## config.mk

```make
export PLATFORM = sky130hd
export DESIGN_NAME = pong_round_controller
export DESIGN_NICKNAME = d
export VERILOG_FILES = /design/src/rtl/pong_round_controller.sv
export SDC_FILE = /design/constraint.sdc
export NUM_CORES = 1
export LEC_CHECK = 0
export ABC_AREA = 1
export CAP_MARGIN = 10
export CORE_MARGIN = 1
export CORE_UTILIZATION = 30
export CTS_CLUSTER_DIAMETER = 60
export CTS_CLUSTER_SIZE = 40
export DETAILED_ROUTE_END_ITERATION = 10
export SLEW_MARGIN = 20
export SYNTH_ARGS = -nofsm -noshare
export SYNTH_HDL_FRONTEND = slang
export SYNTH_SLANG_ARGS = --single-unit
```

## constraint.sdc

```tcl
create_clock -name clk -period 1.29 [get_ports clk]
set_input_delay 0.1935 -clock clk [delete_from_list [all_inputs] [get_ports clk]]
set_output_delay 0.1935 -clock clk [all_outputs]
set_load 0.01 [all_outputs]
```

## src/rtl/pong_round_controller.sv

```systemverilog
`default_nettype none
// ============================================================================
// Module   : pong_round_controller
// Purpose  : Round/score sequencer for the Pong datapath: serve delay, point
//            counting, pause and game-over with winner flag.
// Revision : 1.0  initial release
// ============================================================================
module pong_round_controller #(
    parameter int WIN_SCORE   = 7,
    parameter int SERVE_DELAY = 60,
    parameter int CNT_W       = 8
) (
    input  logic       clk,
    input  logic       reset,
    input  logic       frame_tick,
    input  logic       start_btn,
    input  logic       pause_btn,
    input  logic       point_p1,
    input  logic       point_p2,
    output logic       reset_to_start,
    output logic       stand,
    output logic [3:0] score_p1,
    output logic [3:0] score_p2,
    output logic       score_event,
    output logic       game_over,
    output logic [1:0] winner,
    output logic [2:0] state_dbg
);

    typedef enum logic [2:0] {
        ST_IDLE      = 3'd0,
        ST_SERVE     = 3'd1,
        ST_PLAY      = 3'd2,
        ST_PAUSED    = 3'd3,
        ST_POINT     = 3'd4,
        ST_GAME_OVER = 3'd5
    } state_t;

    localparam logic [CNT_W-1:0] c_serve_delay = CNT_W'(SERVE_DELAY);
    localparam logic [3:0]       c_win_score   = 4'(WIN_SCORE);

    state_t           r_state;
    state_t           w_state_next;
    logic [CNT_W-1:0] r_cnt;
    logic [CNT_W-1:0] w_cnt_next;
    logic [3:0]       r_score_p1;
    logic [3:0]       r_score_p2;
    logic [3:0]       w_score_p1_next;
    logic [3:0]       w_score_p2_next;
    logic [1:0]       r_winner;
    logic [1:0]       w_winner_next;
    logic             w_score_event_next;
    logic             w_restart;
    logic             r_reset_to_start;
    logic             r_stand;
    logic             r_score_event;
    logic             r_game_over;

    always_comb begin
        w_state_next       = r_state;
        w_cnt_next         = r_cnt;
        w_score_p1_next    = r_score_p1;
        w_score_p2_next    = r_score_p2;
        w_winner_next      = r_winner;
        w_score_event_next = 1'b0;
        w_restart          = 1'b0;

        case (r_state)
            ST_IDLE: begin
                if (start_btn) w_restart = 1'b1;
            end
            ST_SERVE: begin
                if (start_btn)
                    w_restart = 1'b1;
                else if (r_cnt == '0)
                    w_state_next = ST_PLAY;
                else if (frame_tick)
                    w_cnt_next = r_cnt - CNT_W'(1);
            end
            ST_PLAY: begin
                if (start_btn) begin
                    w_restart = 1'b1;
                end else if (point_p1 && point_p2) begin
                    // Simultaneous points cancel out and the rally is re-served.
                    w_state_next = ST_SERVE;
                    w_cnt_next   = c_serve_delay;
                end else if (point_p1) begin
                    if (r_score_p1 < c_win_score) w_score_p1_next = r_score_p1 + 4'd1;
                    w_score_event_next = 1'b1;
                    w_state_next       = ST_POINT;
                end else if (point_p2) begin
                    if (r_score_p2 < c_win_score) w_score_p2_next = r_score_p2 + 4'd1;
                    w_score_event_next = 1'b1;
                    w_state_next       = ST_POINT;
                end else if (pause_btn) begin
                    w_state_next = ST_PAUSED;
                end
            end
            ST_PAUSED: begin
                if (start_btn)
                    w_restart = 1'b1;
                else if (pause_btn)
                    w_state_next = ST_PLAY;
            end
            ST_POINT: begin
                if (r_score_p1 == c_win_score) begin
                    w_winner_next = 2'b01;
                    w_state_next  = ST_GAME_OVER;
                end else if (r_score_p2 == c_win_score) begin
                    w_winner_next = 2'b10;
                    w_state_next  = ST_GAME_OVER;
                end else begin
                    w_state_next = ST_SERVE;
                    w_cnt_next   = c_serve_delay;
                end
            end
            ST_GAME_OVER: begin
                if (start_btn) w_restart = 1'b1;
            end
            default: begin
                w_state_next = ST_IDLE;
            end
        endcase

        if (w_restart) begin
            w_state_next    = ST_SERVE;
            w_cnt_next      = c_serve_delay;
            w_score_p1_next = 4'd0;
            w_score_p2_next = 4'd0;
            w_winner_next   = 2'b00;
        end
    end

    // Decoded outputs are registered from the next state so they align with state_dbg.
    always_ff @(posedge clk) begin
        if (reset) begin
            r_state          <= ST_IDLE;
            r_cnt            <= '0;
            r_score_p1       <= 4'd0;
            r_score_p2       <= 4'd0;
            r_winner         <= 2'b00;
            r_score_event    <= 1'b0;
            r_game_over      <= 1'b0;
            r_reset_to_start <= 1'b1;
            r_stand          <= 1'b1;
        end else begin
            r_state          <= w_state_next;
            r_cnt            <= w_cnt_next;
            r_score_p1       <= w_score_p1_next;
            r_score_p2       <= w_score_p2_next;
            r_winner         <= w_winner_next;
            r_score_event    <= w_score_event_next;
            r_game_over      <= (w_state_next == ST_GAME_OVER);
            r_reset_to_start <= (w_state_next == ST_IDLE) || (w_state_next == ST_SERVE);
            r_stand          <= (w_state_next != ST_PLAY);
        end
    end

    assign reset_to_start = r_reset_to_start;
    assign stand          = r_stand;
    assign score_p1       = r_score_p1;
    assign score_p2       = r_score_p2;
    assign score_event    = r_score_event;
    assign game_over      = r_game_over;
    assign winner         = r_winner;
    assign state_dbg      = r_state;

endmodule
`default_nettype wire

```

# == Word-level counts from Yosys, hierarchy flattened ==
# Index checks and enable logic that the tools add are counted.
# word_totals
register_bits,25
latch_bits,0
ramBits,0
mem_bits_ro,0
input_bits,7
out_inout_bits,17
word_cells,88
n_memories,0
# op_classes
n_addsub,3
multipliers,0
div_mod_pow,0
order_cmp,2
n_eq_ne,24
shift,0
mux,28
n_bitwise,4
reduce_logical,17
# op_table
operator,n
8-bit 2-to-1 mux,7
3-bit 2-to-1 mux,12
8-bit case mux with 3 select lines,1
"3-bit != test, second input constant",7
8-bit AND reduction,2
3-bit case mux with 5 select lines,1
"2-bit != test, second input constant",7
"3-bit == test, second input constant",3
"4-bit by 1-bit adder with 4-bit output, second input constant",2
"4-bit by 3-bit == test with 1-bit output, second input constant",2
8-bit zero test,1
"4-bit by 3-bit less-than comparator with 1-bit output, second input constant",2
"8-bit by 1-bit subtractor with 8-bit output, second input constant",1
"3-bit by 1-bit == test with 1-bit output, second input constant",2
"3-bit by 2-bit == test with 1-bit output, second input constant",2
3-bit zero test,2
6-bit 2-to-1 mux,1
6-bit AND reduction,1
5-bit AND reduction,1
5-bit OR reduction,1
1-bit 2-to-1 mux,4
2-bit 2-to-1 mux,2
1-bit inverter,4
4-bit nonzero test,1
other kinds (8),9

# == Depth between registers and ports, before layout ==
# Gate-level depths: netlist of the first run.
# depth
depth_word,9
mapped_depth,9
mapped_depth_nobuf,9

# == Least setup slack after synthesis of the first run ==
# No wires, ideal clock.
# synth_timing
path_kind,reg-to-reg
startpoint,register r_score_p1[0] (netlist: score_p1[0])
endpoint,register r_cnt[4]
setup_time_ns,0.115
t_arrival_ns,1.216
required_ns,1.175
slack_ns,-0.041
stages_incl_launch_ff,10
n_path_buf,0
synth_period_minus_slack_ns,1.331
path_cell_list,dfxtp_1 -> ha_1 -> nand3_1 -> nand2_1 -> nand2_4 -> nand2_1 -> nor2_1 -> nand2_1 -> o21ai_1 -> nor2_1
# synth_between
elab_chain_cells,3
# synth_lines
item,line,text
"start, declared",46,logic [3:0] r_score_p1;
"start signal, assigned",149,r_score_p1 <= w_score_p1_next;
4-bit by 3-bit == test with 1-bit output,106,if (r_score_p1 == c_win_score) begin
3-bit != test (no source line),--,
8-bit AND reduction (no source line),--,
"end signal, assigned",148,r_cnt <= w_cnt_next;
"end, declared",44,logic [CNT_W-1:0] r_cnt;
# Every way passes these cells.
# A chain may end at the register's enable or synchronous reset.

# == Worst setup path after layout of the first run ==
# layout_timing
startpoint,register r_state[0] (netlist: state_dbg[0])
endpoint,register r_cnt[4]
# layout_between
elab_chain_cells,5
word_cells_on_any_way,19
cone_classes,12 x eq/ne; 3 x mux; 4 x reduce/logical
# layout_lines
item,line,text
"start, declared",42,state_t r_state;
"start signal, assigned",147,r_state <= w_state_next;
3-bit == test (tied with other cells),68,case (r_state)
5-bit OR reduction (no source line),--,
1-bit 2-to-1 mux,--,
3-bit != test (no source line) / 4-bit nonzero test (equally long branches),--,
8-bit AND reduction (no source line),--,
# Several ways; a longest one is shown, not always the timed one.

==> impl_summary.log, run 1 <==
INFO  metric critPathBufInv = 2
INFO  metric stdcell_count = 344
INFO  metric die-height = 71.8 um
INFO  metric critical_path_arrival = 1500 ps
INFO  metric critical-path-max-stage-delay = 390 ps
INFO  metric route.antenna.remaining_nets = 0
INFO  metric p_seq_share = 43.5%
INFO  metric coreArea = 4690 sq um
INFO  metric rsz0062_at_grt = true
INFO  metric worst_slew_pin_slew = 246 ps
INFO  metric layout_commonest_cell = buf_4
INFO  metric ys.warnings.count = 0
INFO  metric die_area = 5150 sq um
INFO  metric power.total = 1.90 mW
INFO  metric hold_class = in2reg
INFO  metric timing.final.max_slew_violations = 0
INFO  metric worst_setup_path_start_kind = register
INFO  metric finalSetupViolCount = 5
INFO  metric finish.net_count = 302
INFO  metric place_congestion = 0.821
INFO  metric timing.reg2reg.worst_path_depth = 8
INFO  metric via_count = 1643
INFO  metric dr.pass1.iters = 4
INFO  metric critical-path-slowest-cell = dfxtp_4
INFO  metric floorplan.initialDensity = 31.1%
INFO  metric portBuffers = 23
INFO  metric pwr_density_cell = 749 nW/um^2
INFO  metric setup.reg_to_reg.worst_slack = -30 ps
INFO  metric grt_antenna_before_repair = 0
INFO  metric multi_input_area = 1110 sq um
INFO  metric synth_cells = 213
INFO  metric worst_path_dominant_cell_family = simple AND/OR/NAND/NOR gates
INFO  metric synthesis.nets = 224
INFO  metric layout.area.seq = 526 sq um
INFO  metric floorplan.io_pins = 24
INFO  metric cts-root-buf = clkbuf_8
INFO  metric count_of_state_elements_after_synthesis = 25
INFO  metric clk_pin_slew = 90 ps
INFO  metric p_sw = 0.597 mW
INFO  metric worst_r2r_startpoint = state_dbg[0]
INFO  metric max_cap_violations = 0
INFO  metric power.leakage = 1.15 nW
INFO  metric detailedPlacementHpwl = 2800 um
INFO  metric grt_pass1_vias = 1559
INFO  metric worst_r2r_endpoint = r_cnt[4]
INFO  metric critical_path_start_end_classification = reg2reg
INFO  metric cp_cell_sequence = buf_12 -> nand3_4 -> nand3_2 -> inv_1 -> nor2_1 -> nand2_2 -> o21ai_1 -> nor2_1
INFO  metric grt.overflow.total = 0
INFO  metric grt_pass1_wl = 6580 um
INFO  metric timing.hold.worst.start = point_p2
INFO  metric post-synth-top-area-cell = dfxtp_1
INFO  metric status = complete, but fails checks
INFO  metric drive_gt1_share = 48.3%
INFO  metric tritoncts_num_sinks = 25
INFO  metric synth_area = 1460 sq um
INFO  metric detail_route.wirelength = 4140 um
INFO  metric cts_tree = yes
INFO  metric grt_util_all_layers = 16.0%
INFO  metric fin_crit = 1320 ps
INFO  metric detailedRoute.firstIterationViolations = 57
INFO  metric highest_count_cells_in_the_layout_ignoring_fill_and_taps = buf_4, nand2_1, inv_1
INFO  metric n_fill_cell = 435
INFO  metric pint = 1.30 mW
INFO  metric postPlaceCellArea = 2090 sq um
INFO  metric netlist.area_leader.share = 34.2%
INFO  metric synth.area.top_cells = dfxtp_1, nand2_1, nand3_1, a21oi_1, nor2_1
INFO  metric hold-path-endpoint = score_event
INFO  metric failing_checks = negative setup slack
INFO  metric grt_max_degree = 15
INFO  metric ys_seq_area_share = 34.2%
INFO  metric cts-hold-fix-buffers = 0
INFO  metric die_w = 71.8 um
INFO  metric cts-htree-levels = 1
INFO  metric worst_path_most_repeated_cell = nor2_1
INFO  metric final.setup.tns = -126 ps
INFO  metric drt-vias-per-instance = 4.78
INFO  metric maxClockFrequency = 0.755 GHz
INFO  metric hold_viol_final = 0
INFO  metric area.growth.synth_to_final = 73.5%
INFO  metric finalHoldWorstSlack = 438 ps
INFO  metric placement_rows = 25
INFO  metric post-route-worst-setup-slack = -33.8 ps
INFO  metric pwr-share-comb = 30.9%
INFO  metric cts_buffer_depth = 2
INFO  metric worst_setup_path_end_kind = register
INFO  metric path_max_fanout = 5
INFO  metric swShare = 31.4%
INFO  metric detail_route.drc_violations = 0
INFO  metric peakVddDrop = 0.000356 V
INFO  metric hold_depth = 3
INFO  metric worst_clock_skew = 2.88 ps
INFO  metric final_cell_area = 2530 sq um
INFO  metric wire_per_inst = 12.0 um
INFO  metric yosysUniqueCellTypes = 31
INFO  metric tritoncts.num_buffers = 3
INFO  metric power.share.clock = 25.6%
INFO  metric worst_skew_pair.late_latency = 270 ps
INFO  metric timing.critical_path.required = 1460 ps
INFO  metric place_inst = 329
INFO  metric max_slew_margin = 83.4%
INFO  metric post_synth.cell_area_avg = 6.86 sq um
INFO  metric antenna-diode-count = 0
INFO  metric final_min_period_over_clock_period = 103%
[metal layers]
metal	GRT usage [%]	part of all wire (%)
met3	1.83	2.8
met4	4.58	1.4
met5	0	0
met1	19.7	43
met2	29.1	52
[synth_stat cells]
cell	instances
a21oi_1	19
buf_2	1
buf_4	1
clkbuf_1	1
clkbuf_2	1
dfxtp_1	25
ha_1	4
inv_1	24
inv_2	5
inv_4	1
nand2_1	42
nand2_2	4
nand2_4	1
nand3_1	20
nand3_2	3
nand3_4	3
nand4_1	5
nor2_1	25
nor2_2	3
nor2_4	1
nor3_1	3
nor3b_1	1
nor4_1	1
o211ai_1	3
o21ai_0	8
o21ai_1	2
o21ai_2	1
o21bai_1	1
or2_0	1
or2_2	1
xnor2_1	2
[kinds of logic (layout without fill, tap and decap cells)]
family,count (synthesis),after routing,share of synthesized area (%)
buffers and inverters,34,111,9.33
DFF,25,25,34.2
xor gates and xnor gates,2,2,1.20
and+or+nand+nor,114,114,39.2
adders and majority gates,4,4,3.42
AOI/OAI and AO/OA,34,34,12.6
[how the worst max path moves through the flow]
stage | start | endpoint | slack [ps] | depth (start not counted)
after global placement | point_p1 | r_cnt[4] | -340 | 7
after detailed placement | point_p1 | r_cnt[4] | -360 | 7
final | state_dbg[0] | r_cnt[4] | -30 | 8
after floorplan | score_p1[0] | r_cnt[4] | -20 | 9
after CTS | state_dbg[2] | r_cnt[5] | -20 | 8
after global routing | state_dbg[0] | r_cnt[2] | -110 | 8
[power by group through the flow]
stage | sequential (mW) | combinational, mW | clock [mW]
after floorplan | 0.843 | 0.278 | 0
after CTS | 0.821 | 0.517 | 0.499
after detailed placement | 0.840 | 0.477 | 0
after global placement | 0.839 | 0.474 | 0
final | 0.826 | 0.586 | 0.485
after global routing | 0.831 | 0.643 | 0.531
[stage by stage]
stage	setup WS [ps]	util, %
after floorplan	-15.3	-
after global placement	-340	44.6
after detailed placement	-356	44.6
after CTS	-22.7	50.3
after global routing	-106	54.0
final	-33.8	54.0
[state kept, by name, summed over array words and instances, names as in the netlist]
register and cells:
state_dbg 3, reset_to_start 1, score_p2 4, score_p1 4
stand 1, game_over 1, score_event 1, winner 2
r_cnt 8
[repair_timing]
item | 4_1_cts | 5_1_grt
pin swaps | 28 | 22
endpoints found under the hold margin | 0 | 0
endpoints found under the setup margin | 38 | 21
gates resized for setup | 69 | 41
setup buffers | 8 | 3
[area by class of cell]
cell class / instances / share of cell area (%)
clock buffer: 4 / 1.78
tap: 54 / 2.67
timing repair buffer: 77 / 26.1
inverter: 30 / 4.94
sequential: 25 / 20.7
multi-input combinational: 154 / 43.8
[worst register-to-register path, cell delays in order, from the launching register on]
cell and delay (ps):
dfxtp_4 390, buf_12 110, nand3_4 120, nand3_2 130, inv_1 50, nor2_1 120, nand2_2 110, o21ai_1 130
nor2_1 60
No activity file was read; power rests on OpenSTA's default activity.
==> inputs of run 2 (changes only) <==
--- a/config.mk
+++ b/config.mk
@@ -12,6 +12,7 @@
 export CTS_CLUSTER_DIAMETER = 60
 export CTS_CLUSTER_SIZE = 40
 export DETAILED_ROUTE_END_ITERATION = 10
+export PLACE_DENSITY = 0.58
 export SLEW_MARGIN = 20
 export SYNTH_ARGS = -nofsm -noshare
 export SYNTH_HDL_FRONTEND = slang
==> run 2 against run 1 <==
  * The flow still finishes with violations (negative setup slack)
  * Utilization down 1.6 points
  * Critical path type unchanged
  * Worst hold slack worse by 38 ps
  * Maximum frequency decreased by 0.54%
  * Cell area decreased by 2.9%
  * Combinational power fell by 3.6%
  * Via count decreased by 2.9%
==> impl_summary.log, run 2 (same netlist as run 1, synthesis figures left out) <==
INFO  metric status = complete, but fails checks (unchanged)
INFO  metric pwr_density_cell = 756 nW/um^2 (was 749 nW/um^2)
INFO  metric failing_checks = negative setup slack (unchanged)
INFO  metric area.growth.synth_to_final = 68.4% (was 73.5%)
INFO  metric peakVddDrop = 0.000466 V (was 0.000356 V)
INFO  metric portBuffers = 23 (unchanged)
INFO  metric die-height = 71.8 um (unchanged)
INFO  metric finish.net_count = 296 (was 302)
INFO  metric worst_clock_skew = 2.40 ps (was 2.88 ps)
INFO  metric dpl_worst_slack = -326 ps (was -356 ps)
INFO  metric coreArea = 4690 sq um (unchanged)
INFO  metric tritoncts_num_sinks = 25 (unchanged)
INFO  metric grt_pass1_wl = 6510 um (was 6580 um)
INFO  metric critical-path-max-stage-delay = 390 ps (about the same)
INFO  metric layout_commonest_cell = buf_4 (unchanged)
INFO  metric rsz0062_at_grt = true (unchanged)
INFO  metric worst_r2r_endpoint = r_cnt[1] (was r_cnt[4])
INFO  metric final.setup.tns = -293 ps (was -126 ps)
INFO  metric worst_slew_pin_slew = 293 ps (was 246 ps)
INFO  metric hold_class = in2reg (unchanged)
INFO  metric floorplan.initialDensity = 31.1% (unchanged)
INFO  metric cts-root-buf = clkbuf_8 (unchanged)
INFO  metric die_area = 5150 sq um (unchanged)
INFO  metric grt.overflow.total = 0 (unchanged)
INFO  metric cts-hold-fix-buffers = 0 (unchanged)
INFO  metric cts_buffer_depth = 2 (unchanged)
INFO  metric registers.top_by_ff_count = r_cnt (unchanged)
INFO  metric grt_util_all_layers = 16.1% (was 16.0%)
INFO  metric timing.reg2reg.worst_path_depth = 8 (unchanged)
INFO  metric worst_r2r_startpoint = state_dbg[2] (was state_dbg[0])
INFO  metric detailedPlacementHpwl = 2850 um (was 2800 um)
INFO  metric detail_route.wirelength = 3950 um (was 4140 um)
INFO  metric grt_antenna_before_repair = 0 (unchanged)
INFO  metric placement_rows = 25 (unchanged)
INFO  metric worst_setup_path_start_kind = register (unchanged)
INFO  metric critical_path_start_end_classification = reg2reg (unchanged)
INFO  metric stdcell_count = 338 (was 344)
INFO  metric cts-htree-levels = 1 (unchanged)
INFO  metric detailedRoute.firstIterationViolations = 60 (was 57)
INFO  metric setup.reg_to_reg.worst_slack = -40 ps (was -30 ps)
INFO  metric worst_skew_pair.late_latency = 270 ps (about the same)
INFO  metric timing.hold.worst.start = point_p2 (unchanged)
INFO  metric n_fill_cell = 446 (was 435)
INFO  metric via_count = 1596 (was 1643)
INFO  metric power.leakage = 1.14 nW (was 1.15 nW)
INFO  metric highest_count_cells_in_the_layout_ignoring_fill_and_taps = buf_4, nand2_1, inv_1, dlygate4sd2_1 (was buf_4, nand2_1, inv_1)
INFO  metric grt_max_degree = 15 (unchanged)
INFO  metric grt_pass1_vias = 1510 (was 1559)
INFO  metric hold_depth = 3 (unchanged)
INFO  metric route.antenna.remaining_nets = 0 (unchanged)
INFO  metric cts_tree = yes (unchanged)
INFO  metric dr.pass1.iters = 4 (unchanged)
INFO  metric floorplan.io_pins = 24 (unchanged)
INFO  metric critical-path-slowest-cell = dfxtp_4 (unchanged)
INFO  metric fin_crit = 1330 ps (was 1320 ps)
INFO  metric fin_util = 52.5% (was 54.0%)
INFO  metric antenna-diode-count = 0 (unchanged)
INFO  metric finalSetupViolCount = 13 (was 5)
INFO  metric max_slew_margin = 80.3% (was 83.4%)
INFO  metric drt-vias-per-instance = 4.72 (was 4.78)
INFO  metric timing.final.max_slew_violations = 0 (unchanged)
INFO  metric clk_pin_slew = 90 ps (about the same)
INFO  metric place_congestion = 0.840 (was 0.821)
INFO  metric timing.critical_path.required = 1450 ps (was 1460 ps)
INFO  metric post-route-worst-setup-slack = -41.0 ps (was -33.8 ps)
INFO  metric drive_gt1_share = 44.7% (was 48.3%)
INFO  metric largest_register_ff_count = 8 (unchanged)
INFO  metric max_cap_violations = 0 (unchanged)
INFO  metric maxClockFrequency = 0.751 GHz (was 0.755 GHz)
INFO  metric hold_viol_final = 0 (unchanged)
INFO  metric die_w = 71.8 um (unchanged)
INFO  metric cp_cell_sequence = inv_4 -> buf_6 -> nand3_4 -> inv_4 -> o21ai_4 -> nand3_4 -> o21ai_0 -> a21oi_2 (was buf_12 -> nand3_4 -> nand3_2 -> inv_1 -> nor2_1 -> nand2_2 -> o21ai_1 -> nor2_1)
INFO  metric wire_per_inst = 11.7 um (was 12.0 um)
INFO  metric detail_route.drc_violations = 0 (unchanged)
INFO  metric worst_setup_path_end_kind = register (unchanged)
INFO  metric tritoncts.num_buffers = 3 (unchanged)
INFO  metric path_max_fanout = 5 (unchanged)
INFO  metric critical_path_arrival = 1490 ps (was 1500 ps)
INFO  metric hold-path-endpoint = score_event (unchanged)
INFO  metric final_min_period_over_clock_period = 103% (about the same)
INFO  metric place_inst = 330 (was 329)
[run 2: cell count changes in the layout (fill, tap and decap cells not counted), sizes merged]
cell	change
dlygate4sd2	+1
buf	-7
[run 2: metrics by stage]
step | instance area, sq um | hold WS (ps) | total power, mW
finish | 2460 | 399 | 1.86
global route | 2460 | 454 | 1.98
CTS | 2360 | 480 | 1.84
detailed placement | 2090 | 478 | 1.31
global placement | 2090 | 463 | 1.31
floorplan | 1470 | 414 | 1.12
[run 2: critical path: cells and delay by family, from the launching register on]
kind                   cells  cell delay (ps)
AND/OR/NAND/NOR            2              210
AO/OA/AOI/OAI              3              380
buffers and inverters      3              220
flip-flops                 1              390
[run 2: layout make-up]
cell class / count / area [sq um] / area share (%)
Clock buffer: 4 / 45.0 / 1.83
Inverter: 30 / 125 / 5.08
Multi-Input combinational cell: 154 / 1100 / 44.7
Sequential cell: 25 / 522 / 21.2
Tap cell: 54 / 67.6 / 2.75
Timing Repair Buffer: 71 / 601 / 24.4
[run 2: how the worst max path moves through the flow]
stage,start,endpoint,slack (ps)
after global routing,state_dbg[2],r_cnt[1],-140
after floorplan,score_p1[0],r_cnt[4],-20
after CTS,r_cnt[0],stand,-60
after detailed placement,start_btn,r_cnt[3],-330
final,state_dbg[2],r_cnt[1],-40
after global placement,point_p1,state_dbg[0],-300
[run 2: what timing repair did]
action	in CTS	in global routing
endpoints found under the hold margin	0	0
resized for setup	79	25
endpoints found under the setup margin	39	22
buffers inserted	4	0
pin swaps	27	11
[run 2: routing by layer]
layer / track usage, % / share of wire (%)
met5: 0 / 0
met4: 4.79 / 1.2
met3: 2.39 / 3.1
met2: 29.4 / 51
met1: 19.3 / 44
[run 2: power by group]
part	internal, mW	total (mW)	switching, mW	leakage (nW)
Sequential	0.796	0.823	0.0276	0.209
Combinational	0.266	0.565	0.299	0.907
Clock	0.221	0.472	0.251	0.0228
Total	1.28	1.86	0.577	1.14
